$ cat src/rtl/led_pkg.sv
// Shared LED-path definitions: brightness level type and PWM slot count,
// common to the upstream triangle counter and the PWM level driver.
package led_pkg;

  localparam int LEVEL_W   = 4;
  localparam int PWM_SLOTS = 2 ** LEVEL_W;

  typedef logic [LEVEL_W-1:0] level_t;

endpackage : led_pkg

$ cat src/rtl/pwm_level_driver_tick_gen.sv
// Prescaler: emits a one-cycle slot_tick every PRESCALE enabled clocks.
// Freezes (holds its count) while enable is low.
module tick_gen
  import led_pkg::*;
#(
  parameter int PRESCALE = 4
) (
  input  logic clock,
  input  logic reset,
  input  logic enable,
  output logic slot_tick
);

  generate
    if (PRESCALE > 1) begin : g_cnt
      localparam int              CNT_W = $clog2(PRESCALE);
      localparam logic [CNT_W-1:0] LAST = CNT_W'(PRESCALE - 1);

      logic [CNT_W-1:0] presc_cnt_q;
      logic [CNT_W-1:0] presc_cnt_d;

      // Next count: advance while enabled, wrap after the last prescale step.
      always_comb begin
        presc_cnt_d = presc_cnt_q;
        if (enable) begin
          presc_cnt_d = (presc_cnt_q == LAST) ? '0 : presc_cnt_q + 1'b1;
        end
      end

      // Prescale counter register, cleared asynchronously.
      always_ff @(posedge clock or posedge reset) begin
        if (reset) begin
          presc_cnt_q <= '0;
        end else begin
          presc_cnt_q <= presc_cnt_d;
        end
      end

      assign slot_tick = enable & (presc_cnt_q == LAST);
    end else begin : g_pass
      // One clock per slot: every enabled clock is a slot boundary.
      assign slot_tick = enable;
    end
  endgenerate

endmodule : tick_gen

$ cat src/rtl/pwm_level_driver.sv
// PWM level driver: turns the triangle counter's level into a breathing LED
// drive. The level is latched only at period wrap so the output never glitches
// on a mid-period change; the compare output is registered.
module pwm_level_driver #(
  parameter int PRESCALE   = 4,
  parameter int LEVEL_W    = led_pkg::LEVEL_W,
  parameter bit ACTIVE_LOW = 1'b0
) (
  input  logic               clock,
  input  logic               reset,
  input  logic               enable,
  input  logic [LEVEL_W-1:0] level,
  output logic               pwm_out,
  output logic               period_start,
  output logic [LEVEL_W-1:0] duty_q
);

  import led_pkg::*;

  localparam logic [LEVEL_W-1:0] SLOT_LAST = {LEVEL_W{1'b1}};

  logic               slot_tick;
  logic               wrap;
  logic [LEVEL_W-1:0] slot_q;
  logic [LEVEL_W-1:0] slot_d;
  logic [LEVEL_W-1:0] duty_d;
  logic               period_start_q;
  logic               period_start_d;
  logic               pwm_q;
  logic               pwm_d;

  tick_gen #(
    .PRESCALE (PRESCALE)
  ) u_tick_gen (
    .clock     (clock),
    .reset     (reset),
    .enable    (enable),
    .slot_tick (slot_tick)
  );

  assign wrap = slot_tick & (slot_q == SLOT_LAST);

  // Next state: slot advances on ticks, duty is resampled only at wrap, and
  // the compare uses the current registered slot/duty (one clock of latency).
  always_comb begin
    slot_d         = slot_q;
    duty_d         = duty_q;
    period_start_d = wrap;
    pwm_d          = ACTIVE_LOW ^ (slot_q < duty_q);
    if (slot_tick) begin
      slot_d = slot_q + 1'b1;
    end
    if (wrap) begin
      duty_d = level;
    end
  end

  // State registers; reset forces the inactive output level immediately.
  always_ff @(posedge clock or posedge reset) begin
    if (reset) begin
      slot_q         <= '0;
      duty_q         <= '0;
      period_start_q <= 1'b0;
      pwm_q          <= ACTIVE_LOW;
    end else begin
      slot_q         <= slot_d;
      duty_q         <= duty_d;
      period_start_q <= period_start_d;
      pwm_q          <= pwm_d;
    end
  end

  assign pwm_out      = pwm_q;
  assign period_start = period_start_q;

endmodule : pwm_level_driver

$ cat config.mk
export PLATFORM = sky130hd
export DESIGN_NAME = pwm_level_driver
export DESIGN_NICKNAME = d
export VERILOG_FILES = /design/src/rtl/led_pkg.sv /design/src/rtl/pwm_level_driver_tick_gen.sv /design/src/rtl/pwm_level_driver.sv
export SDC_FILE = /design/constraint.sdc
export NUM_CORES = 1
export LEC_CHECK = 0
export ABC_AREA = 1
export BUFFER_PORTS_ARGS = -buffer_cell sky130_fd_sc_hd__buf_2
export CAP_MARGIN = 20
export CORE_AREA = 2 2 39 41
export DETAILED_ROUTE_END_ITERATION = 8
export DIE_AREA = 0 0 41 43
export PLACE_DENSITY = 0.66
export SYNTH_ARGS = -nofsm -noshare
export SYNTH_HDL_FRONTEND = slang
export SYNTH_SLANG_ARGS = --single-unit
$ cat constraint.sdc
create_clock -name clock -period 1.6 [get_ports clock]
set_clock_uncertainty 0.1 [all_clocks]
set_input_delay 0.16 -clock clock [delete_from_list [all_inputs] [get_ports clock]]
set_output_delay 0.16 -clock clock [all_outputs]
set_load 0.005 [all_outputs]
==> run metrics, run 1 <==
clk slew on worst S/H paths=0.07 ns; Syn Std Cell Area=586 sq um; CTS tree=built; leakage power=between 0.4 and 0.5 nW; synth-to-layout area growth=26.7%; worst vdd ir=796 uV; fill count=132; post-synth top area share=51.3%; Post-Place Cells=85; DRC viols=0; Final Instance Count excl. Fillers=93; worst setup margin=0.367 ns; DPL Wire Length=around 700 microns; CP Class=reg2reg; Initial Util=42.3%; PostCTS Resize Cnt=0; Least-Margin Pin Slew=0.456 ns; most common cell after layout, fill and taps aside=nand2_1; Hold Fails Final Rpt=0; WHS=0.00727 ns; post-synthesis sequential area ratio=51.3%; Final Max Tran Viols=0; hold crit path type=in2reg; status=finished, final reports clean; pwr dens=1470 nW/um^2; min Tclk post-route=1.23 ns; vias in the first global route=407; Die X=~41 microns; Slew headroom=roughly 70%; antenna violations before repair=0; final core occ=53.6%; H-Tree Level Count=1; DP Worst Slack=0.375 ns; share of layout cells above drive strength 1=between 20% and 30%; total CTS buffers=3; antenna cells=0; Synth area leader=dfrtp_1; syn avg cell area=slightly above 10 sq um; RSZ-0062 raised after global routing=false; syn nets=slightly below 70; setup TNS=0 ns; crit path max fanout=4; crit path launch type=flop; final worst path period share=77.1%; Max Buffers Root-to-Sink=2; synth warn=0; Syn Inst Count=57; number of I/O port buffers=12; CP max stage cell=dfrtp_1; Crit. End Element=flop; first-pass GRT wire length=1.69 mm; num rows=14; GRT Total Usage=14.6%; Nets=90; Routed wire per std cell=10.6 microns; worst-path cell chain=ha_1, a21o_1, a21oi_1; Synth Register Bits=12; Crit path largest cell delay=between 0.4 and 0.5 ns; Yosys cell types=16; Critical Path AT=approximately 1.3 ns; FMAX=0.811 GHz; Area contributors post-synth=dfrtp_1 (51%), ha_1 (11%), nand2_1 (8.3%), inv_1 (5.1%), nor2_8 (3.4%); Vias=427; gp weighted congestion=0.718; max_cap viols=0; IO Count=13; most frequent cells in the layout=nand2_1 (13), dfrtp_1 (12), buf_2 (12); CTS sink cnt=12; Final setup viols=0; largest net degree at the start of global routing=13; root buffer cell=clkbuf_4; Data required, critical path=1.69 ns; Die Area=1760 sq um; GRT Residual Overflow=0; DRT Pass-1 Iters=4; routed vias/inst=4.59; clock latency on the worst-skew pair=0.27 ns; Die Height=43 microns; core area=about 1400 sq um; Iter 0 DRT Violations=9; Routed WL=985 microns; Routed Antenna Nets=0
[cells in the mapped netlist]
| master | number |
|---|---|
| xnor2_1 | 1 |
| a21o_1 | 1 |
| o21ai_0 | 3 |
| ha_1 | 5 |
| inv_1 | 8 |
| nand3_1 | 3 |
| nand2_1 | 13 |
| a21oi_1 | 2 |
| nand3_4 | 1 |
| mux2_2 | 1 |
| o21ai_1 | 3 |
| nor2_8 | 1 |
| dfrtp_1 | 12 |
| xor2_1 | 1 |
| nor2_1 | 1 |
| nand2_4 | 1 |
[power by group]
part	internal [mW]	switching (mW)	leakage, nW
clock	0.138	0.102	0.0210
combinational	0.164	0.189	0.258
sequential	0.409	0.0908	0.136
[registers in the layout, summed over array words and instances (netlist names)]
register / flops
duty_q: 4
slot_q: 4
period_start: 1
u_tick_gen.g_cnt.presc_cnt_q: 2
pwm_out: 1
[path summary, 6_finish.rpt]
kind | startpoint | to | slack [ns] | cells after the start
setup / recovery | slot_q[3]$_DFFE_PP0P_ | pwm_out$_DFF_PP0_ | 0.37 | 3
hold / removal | level[3] | duty_q[3]$_DFFE_PP0P_ | 0.007 | 3
setup reg to reg | slot_q[3]$_DFFE_PP0P_ | pwm_out$_DFF_PP0_ | 0.37 | 3
hold reg to reg | u_tick_gen.g_cnt.presc_cnt_q[0]$_DFFE_PP0P_ | u_tick_gen.g_cnt.presc_cnt_q[0]$_DFFE_PP0P_ | 0.38 | 1
max in group asynchronous | reset | u_tick_gen.g_cnt.presc_cnt_q[1]$_DFFE_PP0P_ | 0.75 | 3
min in group asynchronous | reset | duty_q[1]$_DFFE_PP0P_ | 0.34 | 3
[routing by layer]
metal | wire (microns) | vias up | global-route usage, %
met3 | 50 | 2 | 4.71
met2 | 453 | 13 | 21.3
met5 | 0 | - | 0
met4 | 11 | 0 | 8.00
li1 | - | 224 | -
met1 | 470 | 188 | 18.5
[final cells by class]
class | count | area (sq um) | share of cell area, %
Inverter | 8 | 30.0 | 4.05
Clock buffer | 4 | 36.3 | 4.89
Sequential cell | 12 | 300 | 40.5
Multi-Input combinational cell | 37 | 255 | 34.4
Timing Repair Buffer | 16 | 100 | 13.5
Tap cell | 16 | 20.0 | 2.70
[cells by family (layout without fill, tap and decap cells)]
family                     Yosys count  in the layout  synth area share [%]
AOI/OAI and AO/OA                    9              9                  8.12
xor gates and xnor gates             2              2                  2.99
adders and majority gates            5              5                  10.7
buffers and inverters                8             28                  5.13
DFF                                 12             12                  51.3
muxes                                1              1                  1.92
and+or+nand+nor                     20             20                  19.9
[timing repair]
| item | 4_1_cts | 5_1_grt |
|---|---|---|
| hold buffers | 4 | 0 |
| buffers inserted | 0 | 0 |
| endpoints found under the hold margin | 15 | 0 |
[critical path: cells and delay by family, from the launching register on]
| kind | cells | cell delay, ns |
|---|---|---|
| flip-flops | 1 | 0.45 |
| adder cells (fa/ha/maj) | 1 | 0.31 |
| AO/OA/AOI/OAI | 2 | 0.30 |
[stage by stage]
step | area, sq um | power (mW)
2_1_floorplan | 586 | 0.756
4_1_cts | 742 | 1.11
3_5_place_dp | 666 | 0.857
3_3_place_gp | 666 | 0.845
5_1_grt | 742 | 1.20
6_report | 742 | 1.09
Power figures use the tool's default switching activity.
==> inputs of run 2 (changes only) <==
==> constraint.sdc (replaced) <==
create_clock -name clock -period 1.25 [get_ports clock]
set_clock_uncertainty 0.1 [all_clocks]
set_input_delay 0.125 -clock clock [delete_from_list [all_inputs] [get_ports clock]]
set_output_delay 0.125 -clock clock [all_outputs]
set_load 0.005 [all_outputs]
==> run 2 against run 1 <==
Net effect:
- utilization is 2.2 points higher
- die area stayed put
- final area is 4.0% higher
- global-route usage is 1.0 points lower
- fmax is 4.5% higher
- non-clock buffer count is 3 higher
- sequential cell count stayed put
- highest routed layer unchanged
==> run metrics, run 2 (synthesis gave the netlist of run 1 again) <==
status=finished, final reports clean (unchanged); Final Instance Area=772 sq um (was 742 sq um); largest net degree at the start of global routing=13 (unchanged); met3 routed WL=50 microns (unchanged); sw power=506 uW (was 381 uW); Worst Min Path Start=enable (was level[3]); CTS sink cnt=12 (unchanged); routed vias/inst=4.47 (was 4.59); DPL Wire Length=698 microns (was 699 microns); worst vdd ir=1080 uV (was 796 uV); num rows=14 (unchanged); min Tclk post-route=1.18 ns (was 1.23 ns); PnR Total Power=1.42 mW (was 1.09 mW); first-pass GRT wire length=1.57 mm (was 1.69 mm); r2r endpoint=duty_q[3]$_DFFE_PP0P_ (was pwm_out$_DFF_PP0_); DRT Pass-1 Iters=2 (was 4); CP Class=reg2reg (unchanged); Nets=93 (was 90); top flop regs=duty_q: 4 flops, slot_q: 4 flops, u_tick_gen.g_cnt.presc_cnt_q: 2 flops (unchanged); leakage power=0.421 nW (was 0.415 nW); Final setup viols=0 (unchanged); area post-placement=673 sq um (was 666 sq um); Least-Margin Pin Slew=0.464 ns (was 0.456 ns); Routed WL=970 microns (was 985 microns); Routed Antenna Nets=0 (unchanged); final worst path period share=94.4% (was 77.1%); Die Height=43 microns (unchanged); most frequent cells in the layout=nand2_1 (13), dfrtp_1 (12), buf_2 (12) (unchanged); total CTS buffers=3 (unchanged); DRC viols=0 (unchanged); vias in the first global route=383 (was 407); Iter 0 DRT Violations=4 (was 9); R2R depth=5 (was 3); switching part of the total=35.7% (was 34.9%); RR Startpoint=slot_q[1]$_DFFE_PP0P_ (was slot_q[3]$_DFFE_PP0P_); H-Tree Level Count=1 (unchanged); Die Area=1760 sq um (unchanged); sequential share of power=45.4% (was 45.7%); share of layout cells above drive strength 1=30.4% (was 26.0%); Crit path largest cell delay=0.43 ns (was 0.45 ns); CTS tree=built (unchanged); crit path max fanout=8 (was 4); antenna violations before repair=0 (unchanged); crit path launch type=flop (unchanged); Slew headroom=69.0% (was 69.6%); max_cap viols=0 (unchanged); pwr dens=1830 nW/um^2 (was 1470 nW/um^2); synth-to-layout area growth=31.8% (was 26.7%); GRT Residual Overflow=0 (unchanged); Final Instance Count excl. Fillers=95 (was 93); GRT Total Usage=13.6% (was 14.6%); worst-path cell chain=ha_4, nand3_4, nor2_8, nand2_1, o21ai_1 (was ha_1, a21o_1, a21oi_1); Vias=425 (was 427); Initial Util=42.3% (unchanged); hold crit path type=in2reg (unchanged); most common cell after layout, fill and taps aside=nand2_1 (unchanged); Data required, critical path=1.34 ns (was 1.69 ns); root buffer cell=clkbuf_4 (unchanged); Critical Path AT=1.27 ns (was 1.33 ns); Clk pwr share=16.2% (was 22.0%); core area=1380 sq um (unchanged); number of I/O port buffers=12 (unchanged); Routed wire per std cell=10.2 microns (was 10.6 microns); Post-Place Cells=86 (was 85); clk slew on worst S/H paths=0.07 ns (about the same); hold path cells=2 (was 3); Die X=41 microns (unchanged); CP max stage cell=dfrtp_1 (unchanged); R2R setup slack=0.07 ns (was 0.37 ns); worst hold path endpoint=u_tick_gen.g_cnt.presc_cnt_q[0]$_DFFE_PP0P_ (was duty_q[3]$_DFFE_PP0P_); Final Max Tran Viols=0 (unchanged); Hold Fails Final Rpt=0 (unchanged); internal cell power=910 uW (was 712 uW); antenna cells=0 (unchanged); Gate power share=38.5% (was 32.3%); Crit. End Element=flop (unchanged); clock latency on the worst-skew pair=0.27 ns (about the same); Max Used Layer=met4 (unchanged); Max Buffers Root-to-Sink=2 (unchanged); DR WL met2=449 microns (was 453 microns); final core occ=55.8% (was 53.6%); IO Count=13 (unchanged); gp weighted congestion=0.746 (was 0.718); FMAX=0.848 GHz (was 0.811 GHz); met1 wire length=450 microns (was 470 microns); fill count=125 (was 132)
run 2: changes by cell type in the layout (fill, tap and decap cells not counted), sizes merged:
| cell | delta |
|---|---|
| dlygate4sd3 | +1 |
| clkbuf | -1 |
| buf | +2 |
run 2: area by class of cell:
| type | instances | area, sq um | area share, % |
|---|---|---|---|
| timing repair buffer | 19 | 125 | 16.2 |
| inverter | 8 | 30.0 | 3.89 |
| clock buffer | 3 | 22.5 | 2.92 |
| sequential | 12 | 300 | 38.9 |
| multi-input combinational | 37 | 274 | 35.5 |
| tap | 16 | 20.0 | 2.59 |
run 2: critical path, delay by kind of cell, from the launching register on:
kind            cells  cell delay, ns
compound gates      1            0.08
fa+ha+maj           1            0.17
flops               1            0.43
simple gates        3            0.33
run 2: metal layers:
| layer | global-route usage, % | vias up |
|---|---|---|
| met1 | 16.0 | 180 |
| met4 | 8.00 | 0 |
| li1 | - | 232 |
| met2 | 20.3 | 11 |
| met5 | 0 | - |
| met3 | 4.71 | 2 |
run 2: power groups by stage:
stage	Clock [mW]	Sequential (mW)	Combinational, mW
3_5_place_dp	0	0.639	0.474
4_1_cts	0.236	0.632	0.490
2_1_floorplan	0	0.633	0.335
3_3_place_gp	0	0.630	0.473
6_report	0.229	0.642	0.544
5_1_grt	0.253	0.662	0.642
run 2: timing repair:
item                                    in CTS  in global routing
endpoints found under the setup margin       0                  7
hold buffers                                 5                  0
hold endpoints to repair                    16                  0
buffers inserted                             0                  1
gates resized for setup                      0                  4
run 2: worst max-delay path by stage:
stage | start | to
floorplan | slot_q[3]$_DFFE_PP0P_ | pwm_out$_DFF_PP0_
global placement | u_tick_gen.g_cnt.presc_cnt_q[0]$_DFFE_PP0P_ | duty_q[3]$_DFFE_PP0P_
detailed placement | u_tick_gen.g_cnt.presc_cnt_q[0]$_DFFE_PP0P_ | duty_q[3]$_DFFE_PP0P_
CTS | u_tick_gen.g_cnt.presc_cnt_q[0]$_DFFE_PP0P_ | duty_q[3]$_DFFE_PP0P_
global route | slot_q[0]$_DFFE_PP0P_ | duty_q[3]$_DFFE_PP0P_
finish | slot_q[1]$_DFFE_PP0P_ | duty_q[3]$_DFFE_PP0P_
run 2: metrics by stage:
| stage | setup slack [ns] | hold slack, ns | TNS [ns] |
|---|---|---|---|
| floorplan | 0.113 | -0.110 | 0 |
| global placement | 0.0632 | 0.0483 | 0 |
| detailed placement | 0.0311 | 0.0630 | 0 |
| CTS | 0.0142 | 0.0256 | 0 |
| global route | -0.00253 | 0.0401 | -0.00253 |
| finish | 0.0705 | 0.0253 | 0 |
